==> src/rtl/alu_op_sequencer_pkg.sv <==
// Shared definitions for the ALU operand sequencer and the ALU result mux:
// sequencer state encodings and ALU op codes.
package alu_op_sequencer_pkg;

    typedef enum logic [1:0] {
        IDLE   = 2'd0,
        LOAD_B = 2'd1,
        EXEC   = 2'd2,
        HOLD   = 2'd3
    } seq_state_t;

    localparam logic [2:0] OP_AND = 3'd0;
    localparam logic [2:0] OP_OR  = 3'd1;
    localparam logic [2:0] OP_XOR = 3'd2;
    localparam logic [2:0] OP_NOT = 3'd3;
    localparam logic [2:0] OP_ADD = 3'd4;
    localparam logic [2:0] OP_SUB = 3'd5;

endpackage

==> src/rtl/alu_op_sequencer.sv <==
// Operand-loading and result-capture stage around the combinational 8-bit ALU.
// Two input beats (A with op select, then B) load the ALU operand registers.
// After one settle cycle the ALU output is captured with Z/N flags and held
// on the output port until the consumer takes it.
module alu_op_sequencer
    import alu_op_sequencer_pkg::*;
#(
    parameter int WIDTH   = 8,
    parameter int OP_BITS = 3
) (
    input  logic               CLK,
    input  logic               RST,
    input  logic               IN_VALID,
    output logic               IN_READY,
    input  logic [WIDTH-1:0]   IN_DATA,
    input  logic [OP_BITS-1:0] IN_OP,
    output logic [WIDTH-1:0]   ALU_A,
    output logic [WIDTH-1:0]   ALU_B,
    output logic [OP_BITS-1:0] ALU_SEL,
    input  logic [WIDTH-1:0]   ALU_O,
    output logic               OUT_VALID,
    input  logic               OUT_READY,
    output logic [WIDTH-1:0]   OUT_DATA,
    output logic               FLAG_Z,
    output logic               FLAG_N
);

    seq_state_t state;
    seq_state_t state_next;
    logic       in_fire;

    assign in_fire = IN_VALID && IN_READY;

    // State register; reset discards any partial load or pending result.
    always_ff @(posedge CLK) begin
        if (RST) begin
            state <= IDLE;
        end else begin
            state <= state_next;
        end
    end

    // Next-state decode: two accepted beats, one settle cycle, hold until taken.
    always_comb begin
        state_next = state;
        case (state)
            IDLE:    if (IN_VALID)  state_next = LOAD_B;
            LOAD_B:  if (IN_VALID)  state_next = EXEC;
            EXEC:                   state_next = HOLD;
            HOLD:    if (OUT_READY) state_next = IDLE;
            default:                state_next = IDLE;
        endcase
    end

    // Handshake outputs decoded from state, forced low while reset is asserted.
    always_comb begin
        IN_READY  = 1'b0;
        OUT_VALID = 1'b0;
        if (!RST) begin
            IN_READY  = (state == IDLE) || (state == LOAD_B);
            OUT_VALID = (state == HOLD);
        end
    end

    // Operand registers load on accepted beats and hold until overwritten;
    // the result and flags are captured at the end of the settle cycle.
    always_ff @(posedge CLK) begin
        if (RST) begin
            ALU_A    <= '0;
            ALU_B    <= '0;
            ALU_SEL  <= '0;
            OUT_DATA <= '0;
            FLAG_Z   <= 1'b0;
            FLAG_N   <= 1'b0;
        end else begin
            if (in_fire && state == IDLE) begin
                ALU_A   <= IN_DATA;
                ALU_SEL <= IN_OP;
            end
            if (in_fire && state == LOAD_B) begin
                ALU_B <= IN_DATA;
            end
            if (state == EXEC) begin
                OUT_DATA <= ALU_O;
                FLAG_Z   <= (ALU_O == '0);
                FLAG_N   <= ALU_O[WIDTH-1];
            end
        end
    end

endmodule

==> config.mk <==
export PLATFORM = sky130hd
export DESIGN_NAME = alu_op_sequencer
export DESIGN_NICKNAME = d
export VERILOG_FILES = /design/src/rtl/alu_op_sequencer_pkg.sv /design/src/rtl/alu_op_sequencer.sv
export SDC_FILE = /design/constraint.sdc
export NUM_CORES = 1
export LEC_CHECK = 0
export BUFFER_PORTS_ARGS = -buffer_cell sky130_fd_sc_hd__buf_2
export CAP_MARGIN = 20
export CORE_AREA = 4 4 49 68
export CTS_BUF_LIST = sky130_fd_sc_hd__clkbuf_4
export DETAILED_ROUTE_END_ITERATION = 7
export DIE_AREA = 0 0 53 72
export GPL_TIMING_DRIVEN = 0
export PLACE_DENSITY = 0.88
export REMOVE_ABC_BUFFERS = 1
export SLEW_MARGIN = 20
export SYNTH_ARGS = -nofsm -noshare
export SYNTH_HDL_FRONTEND = slang
export SYNTH_SLANG_ARGS = --single-unit
export TNS_END_PERCENT = 20
==> constraint.sdc <==
create_clock -name CLK -period 1.8 [get_ports CLK]
set_input_delay 0.36 -clock CLK [delete_from_list [all_inputs] [get_ports CLK]]
set_output_delay 0.36 -clock CLK [all_outputs]
set_load 0.02 [all_outputs]
== Word level (Yosys, flattened, before mapping) ==
Index checks and enable logic that the tools add are counted.
Widths: inputs -> output; s select.
Operators by class
  multiplexer cells: 6
  equality and inequality tests: 6
  reductions and logical operators: 7
Operators with widths (count)
  $logic_not 8->1: 1
  $pmux 2 s4: 1
  $mux 2: 3
  $ne 2x2->1 const B: 3
  $eq 2x2->1 const B: 2
  $logic_and 1x1->1: 3
  $reduce_and 3->1: 1
  $eq 2x1->1 const B: 1
  $logic_not 2->1: 1
  $mux 1: 2
  $logic_or 1x1->1: 1
Word-level totals
  logic and storage cells: 26
  input bits: 23
  output and inout port bits: 31
  flip-flop bits (word level): 31

== Logic depth before layout (Yosys ltp) ==
  depth after elaboration: 5
  gate-level depth with buffers: 6
  gate-level depth less buffers: 5

== Least setup slack after synthesis ==
No wires, ideal clock.
  path type: register to output
  from: register state[1]
  to: output port IN_READY
  buffers on the path: 1
  arrival: 1.151 ns
  path slack: 0.289 ns
  cell stages (with the launch flop): 6
  cells stage by stage: dfxtp_1 inv_1 ha_1 buf_2 nor2_1 nor2_1
Between the ends
  longest elaborated chain between the ends: 3
  elaborated cells on any way between the ends: 4
  classes of those cells: 1 x eq/ne; 1 x mux; 2 x reduce/logical
Ends and longest elaborated chain
  from (decl): RTL line alu_op_sequencer.sv:28  | seq_state_t state;
  from (signal assigned): RTL line alu_op_sequencer.sv:39  | state <= state_next;
  $eq 2x1->1 / $logic_not 2->1 (equally long branches): RTL line alu_op_sequencer.sv:60  | IN_READY = (state == IDLE) || (state == LOAD_B);
  $logic_or 1x1->1 *: RTL line alu_op_sequencer.sv:60
  $mux 1 *: RTL line alu_op_sequencer.sv:59  | if (!RST) begin
  to (decl): RTL line alu_op_sequencer.sv:14  | output logic IN_READY,
Every way passes the cells marked *; elsewhere a longest branch is shown, timed or not.

== Worst setup path in the final report ==
Same ends and word-level chain as after synthesis.

==> impl_results.md <==
- Post-synth cell types: 22
- Core area: 0.002791 mm²
- Syn_area_per_cell: 9.900 µm²
- Cells on worst reg2reg path: 4
- DIE HEIGHT: 72 µm
- Hold endpoint: ALU_SEL[0]$_SDFFE_PP0P_
- Nets@finish: 205
- Total clock sinks: 30
- CTS tree: built
- Area Overhead vs Synth: 27.58%
- Dpl cells: 207
- Final Wtd Congestion: 0.6895
- Vias/cell: 4.958
- Crit path DAT: 1.32 ns
- Final Hold Fails: 0
- HP Start: IN_OP[0]
- Final setup viols: 0
- Largest family of logic cells by synthesized area: simple AND/OR/NAND/NOR gates
- Synthesized cell area: 0.001247 mm²
- Vias in the first global route: 965
- Register-to-register setup slack: 0.28 ns
- Port bufs: 53
- Yosys warning count: 0
- Synth area leader: dfxtp_1
- Synth area leaders: dfxtp_1, mux2i_1, nor2_1
- Synth Area in Adders: 0.05015
- Drt initial violations: 24
- Reg-to-Reg Start: state[0]$_SDFFE_PP0P_
- Initial core utilization: 0.4469
- Leakage Power: 0.8010 nW
- RSZ-0062 raised after global routing: no
- Inserted Diodes: 0
- Fraction of layout cells with a size suffix above 1: 0.3842
- Post-synthesis mux area share: 0.1525
- Total GRT Usage: 0.1434
- Hold buffers post-CTS: 0
- Final HPWL DP: 1.987 mm
- Worst-path clk slew: 0.09 ns
- Register area share after synthesis: 0.4814
- Fillers: 246
- Final instance count without filler cells: 214
- Overflow after GRT: 0
- Clock Skew: 0.007569 ns
- First-pass GRT wire length: 4.126 mm
- Post-Syn Instances: 126
- Min-Delay Path Class: primary input to flip-flop
- Largest net degree at the start of global routing: 35
- Initial antenna violation count: 0
- Io pins: 54
- Via count: 1061
- Max Fclk: 0.5968 GHz
- Hold path cells: 3
- Slew margin rel.: 0.6039
- Cell row count: 23
- Pwr Density: 1372 mW/mm²
- Clk buf depth: 2
- CTS root buffer: clkbuf_4
- Max Fanout on Critical Path: 11
- Die ar.: 0.003816 mm²
- #FFs+latches synth: 30
- Peak VDD IR: 715.8 µV
- Final min period: 1.676 ns
- Crit path launch type: flip-flop
- Final wirelength: 2.587 mm
- Commonest non-fill, non-tap cell in the layout: buf_2
- Worst-Skew Late Latency: 0.32 ns
- # Post-CTS Setup Buffers: 0
- Max_cap viols: 0
- Synth Area in XOR/XNOR: 0
- WP data required: 1.44 ns
- Synth Area in Compound Gates: 0.08024
- Post-route ant nets: 0
- Final period util: 0.9310
- R2r endpoint: state[0]$_SDFFE_PP0P_
- CP endpoint kind: output pin
- # DRC: 0
- Pins over their slew limit: 0
- Critical path class: flip-flop to output pin
- Setup TNS: 0 ns
- Max H-tree Level: 2
- Routed WL per cell: 12.09 µm
- Post-synth top area share: 0.4814
- Pre-antenna DRT Iters: 4
- Commonest non-fill, non-tap cells in the layout: buf_2, dfxtp_1, nor2_1
- Die width: 53 µm
- Worst-Margin Slew: 0.5942 ns
- Number of buffers created by CTS: 5
- Status: completed
- Post-Synth Simple-Gate Area: 0.1715
==> state kept, by name, indices dropped and copies added (netlist names) <==
signal    flops
FLAG_Z        1
ALU_A         8
ALU_B         8
state         2
OUT_DATA      8
ALU_SEL       3
==> critical path, cell delays in order (launching register included) <==
cell	delay [ns]
dfxtp_2	0.34
inv_2	0.11
ha_4	0.23
nor2_1	0.06
nor2_1	0.08
buf_2	0.18
==> kinds of logic after synthesis <==
logic type	after synthesis
AND/OR/NAND/NOR	46
flip-flops	30
multiplexers	19
AO/OA/AOI/OAI	14
buffers and inverters	12
adder cells (fa/ha/maj)	5
==> cell usage after synthesis <==
| cell | instances |
|---|---|
| dfxtp_1 | 30 |
| nor2_1 | 22 |
| mux2i_1 | 19 |
| a21oi_1 | 9 |
| nand2_1 | 9 |
| nand3_1 | 9 |
| ha_1 | 5 |
| buf_4 | 3 |
| buf_6 | 3 |
| inv_1 | 3 |
| clkbuf_1 | 2 |
| nor4_1 | 2 |
| a211oi_1 | 1 |
| a21oi_2 | 1 |
| a311oi_1 | 1 |
| a41o_2 | 1 |
| buf_2 | 1 |
| nand2b_1 | 1 |
| nand3b_4 | 1 |
| nor2b_1 | 1 |
| o21bai_4 | 1 |
| or2b_1 | 1 |
==> per-stage QoR <==
stage	setup WS [ns]	cell area, µm²	total power [mW]	hold slack [ns]	util
2_1_floorplan	0.2998	1179	1.410	0.4291	-
3_3_place_gp	0.1574	1490	1.615	0.4392	0.5338
3_5_place_dp	0.1377	1490	1.642	0.4475	0.5338
4_1_cts	0.01561	1578	2.185	0.2605	0.5652
5_1_grt	0.00002642	1592	2.335	0.2836	0.5701
6_report	0.1243	1592	2.184	0.2760	0.5701
==> where the power goes <==
group	switching (mW)	total, mW	internal, mW	leakage (nW)
sequential	0.0731	0.858	0.785	0.245
clock	0.218	0.499	0.281	0.0387
combinational	0.484	0.827	0.343	0.517
==> routing by layer <==
metal | up-vias | global-route usage | wire length [µm]
met4 | 0 | 0.05966 | 39
met5 | - | 0 | 0
met2 | 50 | 0.2362 | 1246
met1 | 480 | 0.1636 | 1005
li1 | 524 | - | -
met3 | 7 | 0.05339 | 295
==> area by class of cell <==
class,count,area [µm²],share of cell area
multi-input combinational,84,591.8,0.3719
tap,37,46.29,0.02909
inverter,3,11.26,0.007075
clock buffer,5,37.54,0.02358
timing repair buffer,53,265.3,0.1667
clock inverter,2,33.78,0.02123
sequential,30,605.6,0.3805
==> what timing repair did <==
action | 4_1_cts | 5_1_grt
gates resized for setup | 4 | 4
endpoints found under the hold margin | 0 | 0
setup endpoints to repair | 1 | 1
==> worst max-delay path by stage <==
stage          slack (ns)                     to  cells after the start                  start
2_1_floorplan        0.30               IN_READY                      4  state[1]$_SDFFE_PP0P_
3_3_place_gp         0.16  ALU_A[5]$_SDFFE_PP0P_                      4                    RST
3_5_place_dp         0.14  ALU_A[6]$_SDFFE_PP0P_                      4                    RST
4_1_cts              0.02               IN_READY                      5  state[1]$_SDFFE_PP0P_
5_1_grt           0.00003               IN_READY                      5  state[0]$_SDFFE_PP0P_
6_report             0.12               IN_READY                      5  state[1]$_SDFFE_PP0P_
Power figures use the tool's default switching activity.
